**src/rtl/multcyc_pkg.sv**
```systemverilog
// Shared types and encodings for the multi-cycle MIPS control unit.
// State numbering is fixed because oState is exposed for debug.
package multcyc_pkg;

  typedef enum logic [3:0] {
    ST_FETCH  = 4'd0,
    ST_DECODE = 4'd1,
    ST_MEMADR = 4'd2,
    ST_MEMRD  = 4'd3,
    ST_MEMWB  = 4'd4,
    ST_MEMWR  = 4'd5,
    ST_REXEC  = 4'd6,
    ST_RWB    = 4'd7,
    ST_BRANCH = 4'd8,
    ST_JUMP   = 4'd9,
    ST_IEXEC  = 4'd10,
    ST_IWB    = 4'd11,
    ST_JREG   = 4'd12,
    ST_TRAP   = 4'd13
  } state_t;

  localparam logic [5:0] OP_RTYPE = 6'h00;
  localparam logic [5:0] OP_J     = 6'h02;
  localparam logic [5:0] OP_JAL   = 6'h03;
  localparam logic [5:0] OP_BEQ   = 6'h04;
  localparam logic [5:0] OP_BNE   = 6'h05;
  localparam logic [5:0] OP_ADDI  = 6'h08;
  localparam logic [5:0] OP_ADDIU = 6'h09;
  localparam logic [5:0] OP_SLTI  = 6'h0a;
  localparam logic [5:0] OP_SLTIU = 6'h0b;
  localparam logic [5:0] OP_ANDI  = 6'h0c;
  localparam logic [5:0] OP_LUI   = 6'h0f;
  localparam logic [5:0] OP_LW    = 6'h23;
  localparam logic [5:0] OP_SW    = 6'h2b;

  localparam logic [5:0] FN_SLL  = 6'h00;
  localparam logic [5:0] FN_SRL  = 6'h02;
  localparam logic [5:0] FN_SRA  = 6'h03;
  localparam logic [5:0] FN_JR   = 6'h08;
  localparam logic [5:0] FN_JALR = 6'h09;
  localparam logic [5:0] FN_ADD  = 6'h20;
  localparam logic [5:0] FN_ADDU = 6'h21;
  localparam logic [5:0] FN_SUB  = 6'h22;
  localparam logic [5:0] FN_SUBU = 6'h23;
  localparam logic [5:0] FN_AND  = 6'h24;
  localparam logic [5:0] FN_OR   = 6'h25;
  localparam logic [5:0] FN_XOR  = 6'h26;
  localparam logic [5:0] FN_NOR  = 6'h27;
  localparam logic [5:0] FN_SLT  = 6'h2a;
  localparam logic [5:0] FN_SLTU = 6'h2b;

  localparam logic [1:0] REGDST_RT = 2'b00;
  localparam logic [1:0] REGDST_RD = 2'b01;
  localparam logic [1:0] REGDST_RA = 2'b10;

  localparam logic [1:0] M2R_ALU = 2'b00;
  localparam logic [1:0] M2R_MDR = 2'b01;
  localparam logic [1:0] M2R_PC  = 2'b10;

  localparam logic [1:0] SRCB_REGB  = 2'b00;
  localparam logic [1:0] SRCB_FOUR  = 2'b01;
  localparam logic [1:0] SRCB_IMM   = 2'b10;
  localparam logic [1:0] SRCB_IMMSH = 2'b11;

  localparam logic [1:0] ALUOP_ADD   = 2'b00;
  localparam logic [1:0] ALUOP_SUB   = 2'b01;
  localparam logic [1:0] ALUOP_FUNCT = 2'b10;
  localparam logic [1:0] ALUOP_OPC   = 2'b11;

  localparam logic [1:0] PCSRC_ALU    = 2'b00;
  localparam logic [1:0] PCSRC_ALUOUT = 2'b01;
  localparam logic [1:0] PCSRC_JUMP   = 2'b10;
  localparam logic [1:0] PCSRC_REGA   = 2'b11;

  localparam logic [31:0] EXC_VECTOR = 32'h8000_0004;

  typedef struct packed {
    logic mem;
    logic rtype;
    logic jreg;
    logic branch;
    logic jump;
    logic link;
    logic itype;
    logic illegal;
  } iclass_t;

  function automatic logic fn_is_legal(input logic [5:0] fn);
    case (fn)
      FN_SLL, FN_SRL, FN_SRA, FN_ADD, FN_ADDU, FN_SUB, FN_SUBU,
      FN_AND, FN_OR, FN_XOR, FN_NOR, FN_SLT, FN_SLTU: fn_is_legal = 1'b1;
      default:                                        fn_is_legal = 1'b0;
    endcase
  endfunction

endpackage

```
**src/rtl/multcyc_opdecode.sv**
```systemverilog
// Combinational opcode/funct classifier feeding DECODE next-state selection.
// With MULTCYC_TRAP_EN, unknown R-type functs are flagged illegal instead of executed.
module multcyc_opdecode
  import multcyc_pkg::*;
(
  input  logic [5:0] iOpCode,
  input  logic [5:0] iFunct,
  output iclass_t    oClass
);

  always_comb begin
    oClass = '0;
    case (iOpCode)
      OP_LW, OP_SW: oClass.mem = 1'b1;
      OP_RTYPE: begin
        if (iFunct == FN_JR || iFunct == FN_JALR) begin
          oClass.jreg = 1'b1;
          oClass.link = (iFunct == FN_JALR);
        end else begin
`ifdef MULTCYC_TRAP_EN
          oClass.rtype   = fn_is_legal(iFunct);
          oClass.illegal = ~fn_is_legal(iFunct);
`else
          oClass.rtype = 1'b1;
`endif
        end
      end
      OP_BEQ, OP_BNE: oClass.branch = 1'b1;
      OP_J:           oClass.jump   = 1'b1;
      OP_JAL: begin
        oClass.jump = 1'b1;
        oClass.link = 1'b1;
      end
      OP_ADDI, OP_ADDIU, OP_SLTI, OP_SLTIU, OP_ANDI, OP_LUI: oClass.itype = 1'b1;
      default: oClass.illegal = 1'b1;
    endcase
  end

endmodule

```
**src/rtl/multcyc_ctrl_fsm.sv**
```systemverilog
// Moore control FSM for the shared-ALU multi-cycle MIPS datapath, with memory
// ready timeout and retire counter. Optional trap state: define MULTCYC_TRAP_EN.
module multcyc_ctrl_fsm
  import multcyc_pkg::*;
#(
  parameter int MEM_TIMEOUT = 16,
  parameter int CNT_WIDTH   = 32,
  parameter int TIMER_WIDTH = 8
) (
  input  logic                 iClk,
  input  logic                 iRst_n,
  input  logic [5:0]           iOpCode,
  input  logic [5:0]           iFunct,
  input  logic                 iMemReady,
  output logic                 oPCWrite,
  output logic                 oPCWriteCond,
  output logic                 oBranchEq,
  output logic                 oIorD,
  output logic                 oIRWrite,
  output logic                 oMemRead,
  output logic                 oMemWrite,
  output logic                 oRegWrite,
  output logic [1:0]           oRegDst,
  output logic [1:0]           oMemtoReg,
  output logic                 oALUSrcA,
  output logic [1:0]           oALUSrcB,
  output logic [1:0]           oALUOp,
  output logic [1:0]           oPCSource,
  output logic                 oMemErr,
  output logic                 oRetire,
  output logic [CNT_WIDTH-1:0] oInstCount,
  output logic [3:0]           oState
`ifdef MULTCYC_TRAP_EN
  ,
  output logic                 oTrap
`endif
);

  localparam logic [TIMER_WIDTH-1:0] TO_LAST =
    (MEM_TIMEOUT > 0) ? TIMER_WIDTH'(MEM_TIMEOUT - 1) : '0;

  state_t                 r_state;
  state_t                 w_next;
  logic [TIMER_WIDTH-1:0] r_wait;
  logic [CNT_WIDTH-1:0]   r_count;
  iclass_t                w_class;
  logic                   w_ready;
  logic                   w_memstate;
  logic                   w_timeout;

  multcyc_opdecode u_opdecode (
    .iOpCode (iOpCode),
    .iFunct  (iFunct),
    .oClass  (w_class)
  );

  // Ready is masked during reset so no strobe can fire in the reset cycle.
  assign w_ready    = iMemReady & iRst_n;
  assign w_memstate = (r_state == ST_FETCH) || (r_state == ST_MEMRD) || (r_state == ST_MEMWR);
  assign w_timeout  = (MEM_TIMEOUT > 0) && iRst_n && w_memstate && !w_ready
                      && (r_wait == TO_LAST);

  always_ff @(posedge iClk or negedge iRst_n) begin
    if (!iRst_n) r_state <= ST_FETCH;
    else         r_state <= w_next;
  end

  // A FETCH timeout stays in FETCH, so clear on timeout as well as on state change.
  always_ff @(posedge iClk or negedge iRst_n) begin
    if (!iRst_n)                               r_wait <= '0;
    else if (w_next != r_state || w_timeout)   r_wait <= '0;
    else if (w_memstate && !w_ready)           r_wait <= r_wait + 1'b1;
  end

  always_ff @(posedge iClk or negedge iRst_n) begin
    if (!iRst_n)      r_count <= '0;
    else if (oRetire) r_count <= r_count + 1'b1;
  end

  always_comb begin
    w_next       = r_state;
    oPCWrite     = 1'b0;
    oPCWriteCond = 1'b0;
    oBranchEq    = 1'b0;
    oIorD        = 1'b0;
    oIRWrite     = 1'b0;
    oMemRead     = 1'b0;
    oMemWrite    = 1'b0;
    oRegWrite    = 1'b0;
    oRegDst      = REGDST_RT;
    oMemtoReg    = M2R_ALU;
    oALUSrcA     = 1'b0;
    oALUSrcB     = SRCB_REGB;
    oALUOp       = ALUOP_ADD;
    oPCSource    = PCSRC_ALU;
    oMemErr      = w_timeout;
    oRetire      = 1'b0;
`ifdef MULTCYC_TRAP_EN
    oTrap        = 1'b0;
`endif
    case (r_state)
      ST_FETCH: begin
        oMemRead = 1'b1;
        oALUSrcB = SRCB_FOUR;
        if (w_timeout) begin
          w_next = ST_FETCH;
        end else if (w_ready) begin
          oIRWrite = 1'b1;
          oPCWrite = 1'b1;
          w_next   = ST_DECODE;
        end
      end
      ST_DECODE: begin
        oALUSrcB = SRCB_IMMSH;
        if (w_class.mem)         w_next = ST_MEMADR;
        else if (w_class.jreg)   w_next = ST_JREG;
        else if (w_class.rtype)  w_next = ST_REXEC;
        else if (w_class.branch) w_next = ST_BRANCH;
        else if (w_class.jump)   w_next = ST_JUMP;
        else if (w_class.itype)  w_next = ST_IEXEC;
        else if (w_class.illegal) begin
`ifdef MULTCYC_TRAP_EN
          w_next = ST_TRAP;
`else
          w_next = ST_FETCH;
`endif
        end else                 w_next = ST_FETCH;
      end
      ST_MEMADR: begin
        oALUSrcA = 1'b1;
        oALUSrcB = SRCB_IMM;
        w_next   = (iOpCode == OP_SW) ? ST_MEMWR : ST_MEMRD;
      end
      ST_MEMRD: begin
        oIorD    = 1'b1;
        oMemRead = 1'b1;
        if (w_timeout)    w_next = ST_FETCH;
        else if (w_ready) w_next = ST_MEMWB;
      end
      ST_MEMWB: begin
        oRegDst   = REGDST_RT;
        oMemtoReg = M2R_MDR;
        oRegWrite = 1'b1;
        oRetire   = 1'b1;
        w_next    = ST_FETCH;
      end
      ST_MEMWR: begin
        oIorD     = 1'b1;
        oMemWrite = 1'b1;
        if (w_timeout) begin
          w_next = ST_FETCH;
        end else if (w_ready) begin
          oRetire = 1'b1;
          w_next  = ST_FETCH;
        end
      end
      ST_REXEC: begin
        oALUSrcA = 1'b1;
        oALUSrcB = SRCB_REGB;
        oALUOp   = ALUOP_FUNCT;
        w_next   = ST_RWB;
      end
      ST_RWB: begin
        oRegDst   = REGDST_RD;
        oMemtoReg = M2R_ALU;
        oRegWrite = 1'b1;
        oRetire   = 1'b1;
        w_next    = ST_FETCH;
      end
      ST_IEXEC: begin
        oALUSrcA = 1'b1;
        oALUSrcB = SRCB_IMM;
        oALUOp   = ALUOP_OPC;
        w_next   = ST_IWB;
      end
      ST_IWB: begin
        oRegDst   = REGDST_RT;
        oMemtoReg = M2R_ALU;
        oRegWrite = 1'b1;
        oRetire   = 1'b1;
        w_next    = ST_FETCH;
      end
      ST_BRANCH: begin
        oALUSrcA     = 1'b1;
        oALUSrcB     = SRCB_REGB;
        oALUOp       = ALUOP_SUB;
        oPCWriteCond = 1'b1;
        oPCSource    = PCSRC_ALUOUT;
        oBranchEq    = (iOpCode == OP_BEQ);
        oRetire      = 1'b1;
        w_next       = ST_FETCH;
      end
      // PC already holds PC+4 here, which is the link value for jal.
      ST_JUMP: begin
        oPCWrite  = 1'b1;
        oPCSource = PCSRC_JUMP;
        oRetire   = 1'b1;
        if (w_class.link) begin
          oRegWrite = 1'b1;
          oRegDst   = REGDST_RA;
          oMemtoReg = M2R_PC;
        end
        w_next = ST_FETCH;
      end
      ST_JREG: begin
        oPCWrite  = 1'b1;
        oPCSource = PCSRC_REGA;
        oRetire   = 1'b1;
        if (w_class.link) begin
          oRegWrite = 1'b1;
          oRegDst   = REGDST_RD;
          oMemtoReg = M2R_PC;
        end
        w_next = ST_FETCH;
      end
      ST_TRAP: begin
`ifdef MULTCYC_TRAP_EN
        oPCWrite  = 1'b1;
        oPCSource = PCSRC_JUMP;
        oTrap     = 1'b1;
`endif
        w_next = ST_FETCH;
      end
      default: w_next = ST_FETCH;
    endcase
  end

  assign oInstCount = r_count;
  assign oState     = r_state;

endmodule

```
**config.mk**
```make
export PLATFORM = sky130hd
export DESIGN_NAME = multcyc_ctrl_fsm
export DESIGN_NICKNAME = d
export VERILOG_FILES = /design/src/rtl/multcyc_pkg.sv /design/src/rtl/multcyc_opdecode.sv /design/src/rtl/multcyc_ctrl_fsm.sv
export SDC_FILE = /design/constraint.sdc
export NUM_CORES = 1
export LEC_CHECK = 0
export BUFFER_PORTS_ARGS = -buffer_cell sky130_fd_sc_hd__buf_2
export CORE_MARGIN = 2
export CORE_UTILIZATION = 50
export DETAILED_ROUTE_END_ITERATION = 7
export PLACE_DENSITY = 0.76
export RECOVER_POWER = 50
export SYNTH_ARGS = -nofsm -noshare
export SYNTH_HDL_FRONTEND = slang
export SYNTH_SLANG_ARGS = --single-unit
```
**constraint.sdc**
```tcl
create_clock -name iClk -period 2.2 [get_ports iClk]
set_input_delay 0.44 -clock iClk [delete_from_list [all_inputs] [get_ports iClk]]
set_output_delay 0.44 -clock iClk [all_outputs]
set_load 0.05 [all_outputs]
```
## Word-level counts from Yosys, hierarchy flattened

Index checks and enable logic that the tools add are counted.

- Add/subtract/negate cells: 2
- Multipliers: 0
- Divide/modulo/power cells: 0
- Magnitude comparators: 0
- Eq/ne operators: 28
- Shift-type cells: 0
- Muxes and demuxes: 45
- Bitwise gates (word level): 1
- Reduce and logical (&&, ||, !) cells: 23

Operator list:

| cell | count |
|---|---|
| equality test 6 x 4 -> 1 bit (second input constant) | 8 |
| two-way mux 4 bit | 12 |
| adder 32 x 1 -> 32 bit (second input constant) | 1 |
| one-hot mux 4 bit (7 select lines) | 1 |
| one-hot mux 2 bit (3 select lines) | 4 |
| equality test 4 bit (second input constant) | 5 |
| two-way mux 1 bit | 18 |
| equality test 4 x 3 -> 1 bit (second input constant) | 4 |
| two-way mux 8 bit | 2 |
| OR reduction 2 bit | 7 |
| equality test 6 x 2 -> 1 bit (second input constant) | 2 |
| equality test 6 x 3 -> 1 bit (second input constant) | 2 |
| equality test 6 bit (second input constant) | 2 |
| OR reduction 6 bit | 2 |
| adder 8 x 1 -> 8 bit (second input constant) | 1 |
| equality test 4 x 2 -> 1 bit (second input constant) | 2 |
| equality test 8 x 4 -> 1 bit (second input constant) | 1 |
| one-hot mux 1 bit (2 select lines) | 4 |
| zero test 6 bit | 1 |
| equality test 4 x 1 -> 1 bit (second input constant) | 1 |
| logical AND 1 bit | 4 |
| zero test 4 bit | 1 |
| logical OR 1 bit | 4 |
| two-way mux 2 bit | 2 |
| 8 further kinds | 8 |

- Bits in registers: 44
- Latch bits: 0
- RAM bits: 0
- Memory bits (read-only): 0
- Bits of input ports: 15
- Output and inout bits: 57
- Logic and storage cells: 102
- Memories: 0

## Longest topological paths before layout

- Depth in word-level cells: 13
- Mapped depth: 7
- Depth with buffers taken out: 5

## By module

Synthesis repeated with hierarchy kept, for this count alone.

- Cells, all modules: 307
- Area total of the unflattened synthesis: 2712.6 µm²

Modules (own cells, without submodules):

| module | times used | cells an instance | area an instance (µm²) | seq. area each (µm²) |
|---|---|---|---|---|
| multcyc_ctrl_fsm | 1 | 282 | 2543.7 | 1101.1 |
| multcyc_opdecode | 1 | 25 | 168.9 | 0.0 |

## Least setup slack after synthesis

Ideal clock, no wire load.

- Kind: register to output
- From: reg r_state[3], in the netlist oState[3]
- To: out oBranchEq
- Arrival: 2763 ps
- Required time: 1760 ps
- Slack: -1003 ps
- Cell stages (with the launch flop): 5
- Path buffers: 1
- Cell sequence: dfrtp_1 > clkbuf_1 > nand2_1 > nor3_1 > and4b_1

- Longest elaborated chain between the ends: 2

RTL lines:

| what | line | RTL |
|---|---|---|
| start: declaration | multcyc_ctrl_fsm.sv:42 | `state_t r_state;` |
| start signal: assignment | multcyc_ctrl_fsm.sv:65 | `else r_state <= w_next;` |
| equality test 4 bit | multcyc_ctrl_fsm.sv:101 | `case (r_state)` |
| two-way mux 1 bit | multcyc_ctrl_fsm.sv:101 |  |
| end: declaration | multcyc_ctrl_fsm.sv:17 | `output logic oBranchEq,` |

No other way between the ends.

## Final worst setup path

- From: reg r_wait[5]
- To: out oMemErr

- Longest elaborated chain between the ends: 2

RTL lines:

| what | line | RTL |
|---|---|---|
| start: declaration | multcyc_ctrl_fsm.sv:44 | `logic [TIMER_WIDTH-1:0] r_wait;` |
| start signal: assignment | multcyc_ctrl_fsm.sv:72 | `else if (w_memstate && !w_ready) r_wait <= r_wait + 1'b1;` |
| equality test 8 x 4 -> 1 bit | multcyc_ctrl_fsm.sv:61 | `&& (r_wait == TO_LAST);` |
| logical AND 1 bit | multcyc_ctrl_fsm.sv:61 |  |
| end: declaration | multcyc_ctrl_fsm.sv:29 | `output logic oMemErr,` |

No other way between the ends.

==> results.ini <==
[job]
drv_cap=0

[cts]
cts_tree=built
cts_buffer_depth=2
clkLatencyLatePin_ns=0.30
cts.htree.levels=2
cts.sinks=44
cts-root-buf=clkbuf_8
cts_buffers=5
cts_hold_buf=0
clk_pin_slew_ns=0.09

[worst_setup_path]
cp_max_fo=2
worstSetupPathType=register to output port
end_kind=output port
critPathLaunchType=register
reg2reg_depth=6
worstReg2RegStart=oState[1]
worstPathArrival_ns=1.87
reg2reg_to=oInstCount[9]
crit_path_start=r_wait[5]
r2r_slack_ns=0.35
required_ns=1.76

[pwr]
p_sw_share_pct=46.2
clockPowerShare_pct=20.0
power_density_nw_per_um2=899
p_seq_share_pct=32.5
ir_worst_vdd_uv=725
power_frac_comb_pct=47.5
p_leak_nw=1.71
internal_power_w=0.00171
p_sw_w=0.00147

[logic_synthesis]
ys_ff_latch=44
yosysWarnings=0
synth_edf_count=0
synthDistinctLibCells=52
synthTopCellsByArea=dfrtp_1 (42%), xor2_1 (7.7%), xnor2_1 (5.4%), nor2_1 (4.2%), nand2_1 (3.7%)
synth_async_sr_flop_share_pct=100
synth.most_common_cell=dfrtp_1
syn-num-nets=287
seq_area_frac_synth_pct=42.3
syn_avg_cell_area_um2=9.65
netlist.area_leader.share_pct=42.3
synth_top_cell_by_area=dfrtp_1
synthCells=270
ys.flop_type=dfrtp_1
synth_area_um2=2600
synthTopCellsByCount=dfrtp_1 (44), nor2_1 (29), nand2_1 (26)

[floorplan]
initial_core_util_pct=51.3
die_area_um2=5800
rows=26
die_h_um=76.2
core_region_area_um2=5070
die_w_um=76.2
pin_count=72

[place]
port_buffers=71
place_congestion=0.853
place_hpwl_um=4360
placed_area_um2=3230
placed_cells=418

[final_layout]
area_growth_pct=35.8
postLayoutCoreUtil_pct=69.7
fin_area_um2=3540
final_cells=438
drive_gt1_share_pct=37.2
diodes=0
finish.net_count=384

[timing]
fmax_mhz=432
tns_ns=-0.114
slew_headroom_pct=33.1
finalClockSkew_ns=0.0123
finalSetupViolations=1
fin_crit_sh_pct=105
hold_viol=0
maxSlewViolCount=0
setup_slack_ns=-0.114
max_slew.worst_pin.slew_ns=1.00
min_period_ns=2.31
rsz0062_at_grt=true

[global_route]
antenna_found_initial=0
grt_max_degree=43
grt-ovfl-total=0
track_usage_pct=21.5
grt_pass1_vias=2237
grt_pass1_wl_um=10300

[routing]
drc=0
avgRoutedWirePerCell_um=14.2
firstDrtPassIters=4
ant_nets=0
via_per_inst=5.37
dr_total_vias=2351
routed_wirelength_um=6220
first_iter_violations=156

[status]
violations=negative setup slack
status=finished, violations left

[hold_path]
hold_class=primary input to asynchronous set/reset pin

[metal layers]
layer,routed length [µm],share of wire [%],GRT usage [%]
met3,246,4.0,4.27
met2,2990,48,34.5
met5,0,0,0
met1,2870,46,29.0
met4,121,1.9,8.36
[power groups by stage]
| stage | Combinational (W) | Sequential [W] | Clock, W |
|---|---|---|---|
| 6_report | 0.00151 | 0.00103 | 0.000636 |
| 5_1_grt | 0.00160 | 0.00105 | 0.000686 |
| 4_1_cts | 0.00141 | 0.00102 | 0.000652 |
| 3_5_place_dp | 0.00137 | 0.00104 | 0 |
| 3_3_place_gp | 0.00135 | 0.00104 | 0 |
| 2_1_floorplan | 0.000889 | 0.00117 | 0 |
[sequential cells by signal, summed over array words and instances, names as in the netlist]
signal      cells
r_wait          8
oState          4
oInstCount     32
[worst max path at each step]
stage	end	slack, ns
floorplan	oBranchEq	-0.15
global placement	oRegDst[0]	-0.12
detailed placement	oRegDst[0]	-0.14
CTS	oMemErr	-0.12
global route	oMemErr	-0.17
finish	oMemErr	-0.11
[what timing repair did]
item | in CTS | in global routing
cloned | 0 | 0
buffers inserted | 5 | 7
endpoints found under the setup margin | 7 | 12
pin swaps | 1 | 2
resized for setup | 14 | 23
[cell type report]
class / count / area (µm²)
flip-flops and latches: 44 / 1110
clock inverters: 3 / 46.3
fillers: 406 / 1540
repair buffers: 100 / 613
multi-input cells: 206 / 1570
well taps: 70 / 87.6
clock buffers: 5 / 68.8
inverters: 10 / 41.3
[placed cells by master, fill, tap and decap left out, drive strengths merged, types with 10 or more instances in the layout]
cell,synthesis,routed
buf,5,71
nand4,12,12
nand3,16,16
xnor2,16,16
clkbuf,5,34
nand2,26,26
dfrtp,44,44
inv,10,10
nor2,30,30
xor2,23,23
nor3,21,21
and3,10,10
[worst max-delay path: stages (launching register included)]
cell     delay [ns]
dfrtp_1        0.39
or4b_4         0.53
or3_4          0.36
nor2_4         0.12
buf_6          0.16
[cell families (layout without fill, tap and decap cells)]
family          Yosys count  count (layout)  share of synthesized area, %
flops                    44              44                          42.3
fa+ha+maj                 2               2                         0.960
compound gates           22              22                          6.00
buf+inv                  20             118                          3.55
simple gates            142             142                          33.7
mux                       1               1                         0.432
xor+xnor                 39              39                          13.1
[stage by stage]
stage / total power (W) / hold slack [ns] / setup WS (ns)
after detailed placement: 0.00241 / 0.343 / -0.142
after global routing: 0.00334 / 0.0264 / -0.173
after global placement: 0.00239 / 0.350 / -0.119
after floorplan: 0.00206 / 0.144 / -0.152
after CTS: 0.00309 / 0.0164 / -0.122
final: 0.00318 / 0.0234 / -0.114
Note: power is estimated with default switching activity, not from simulation.
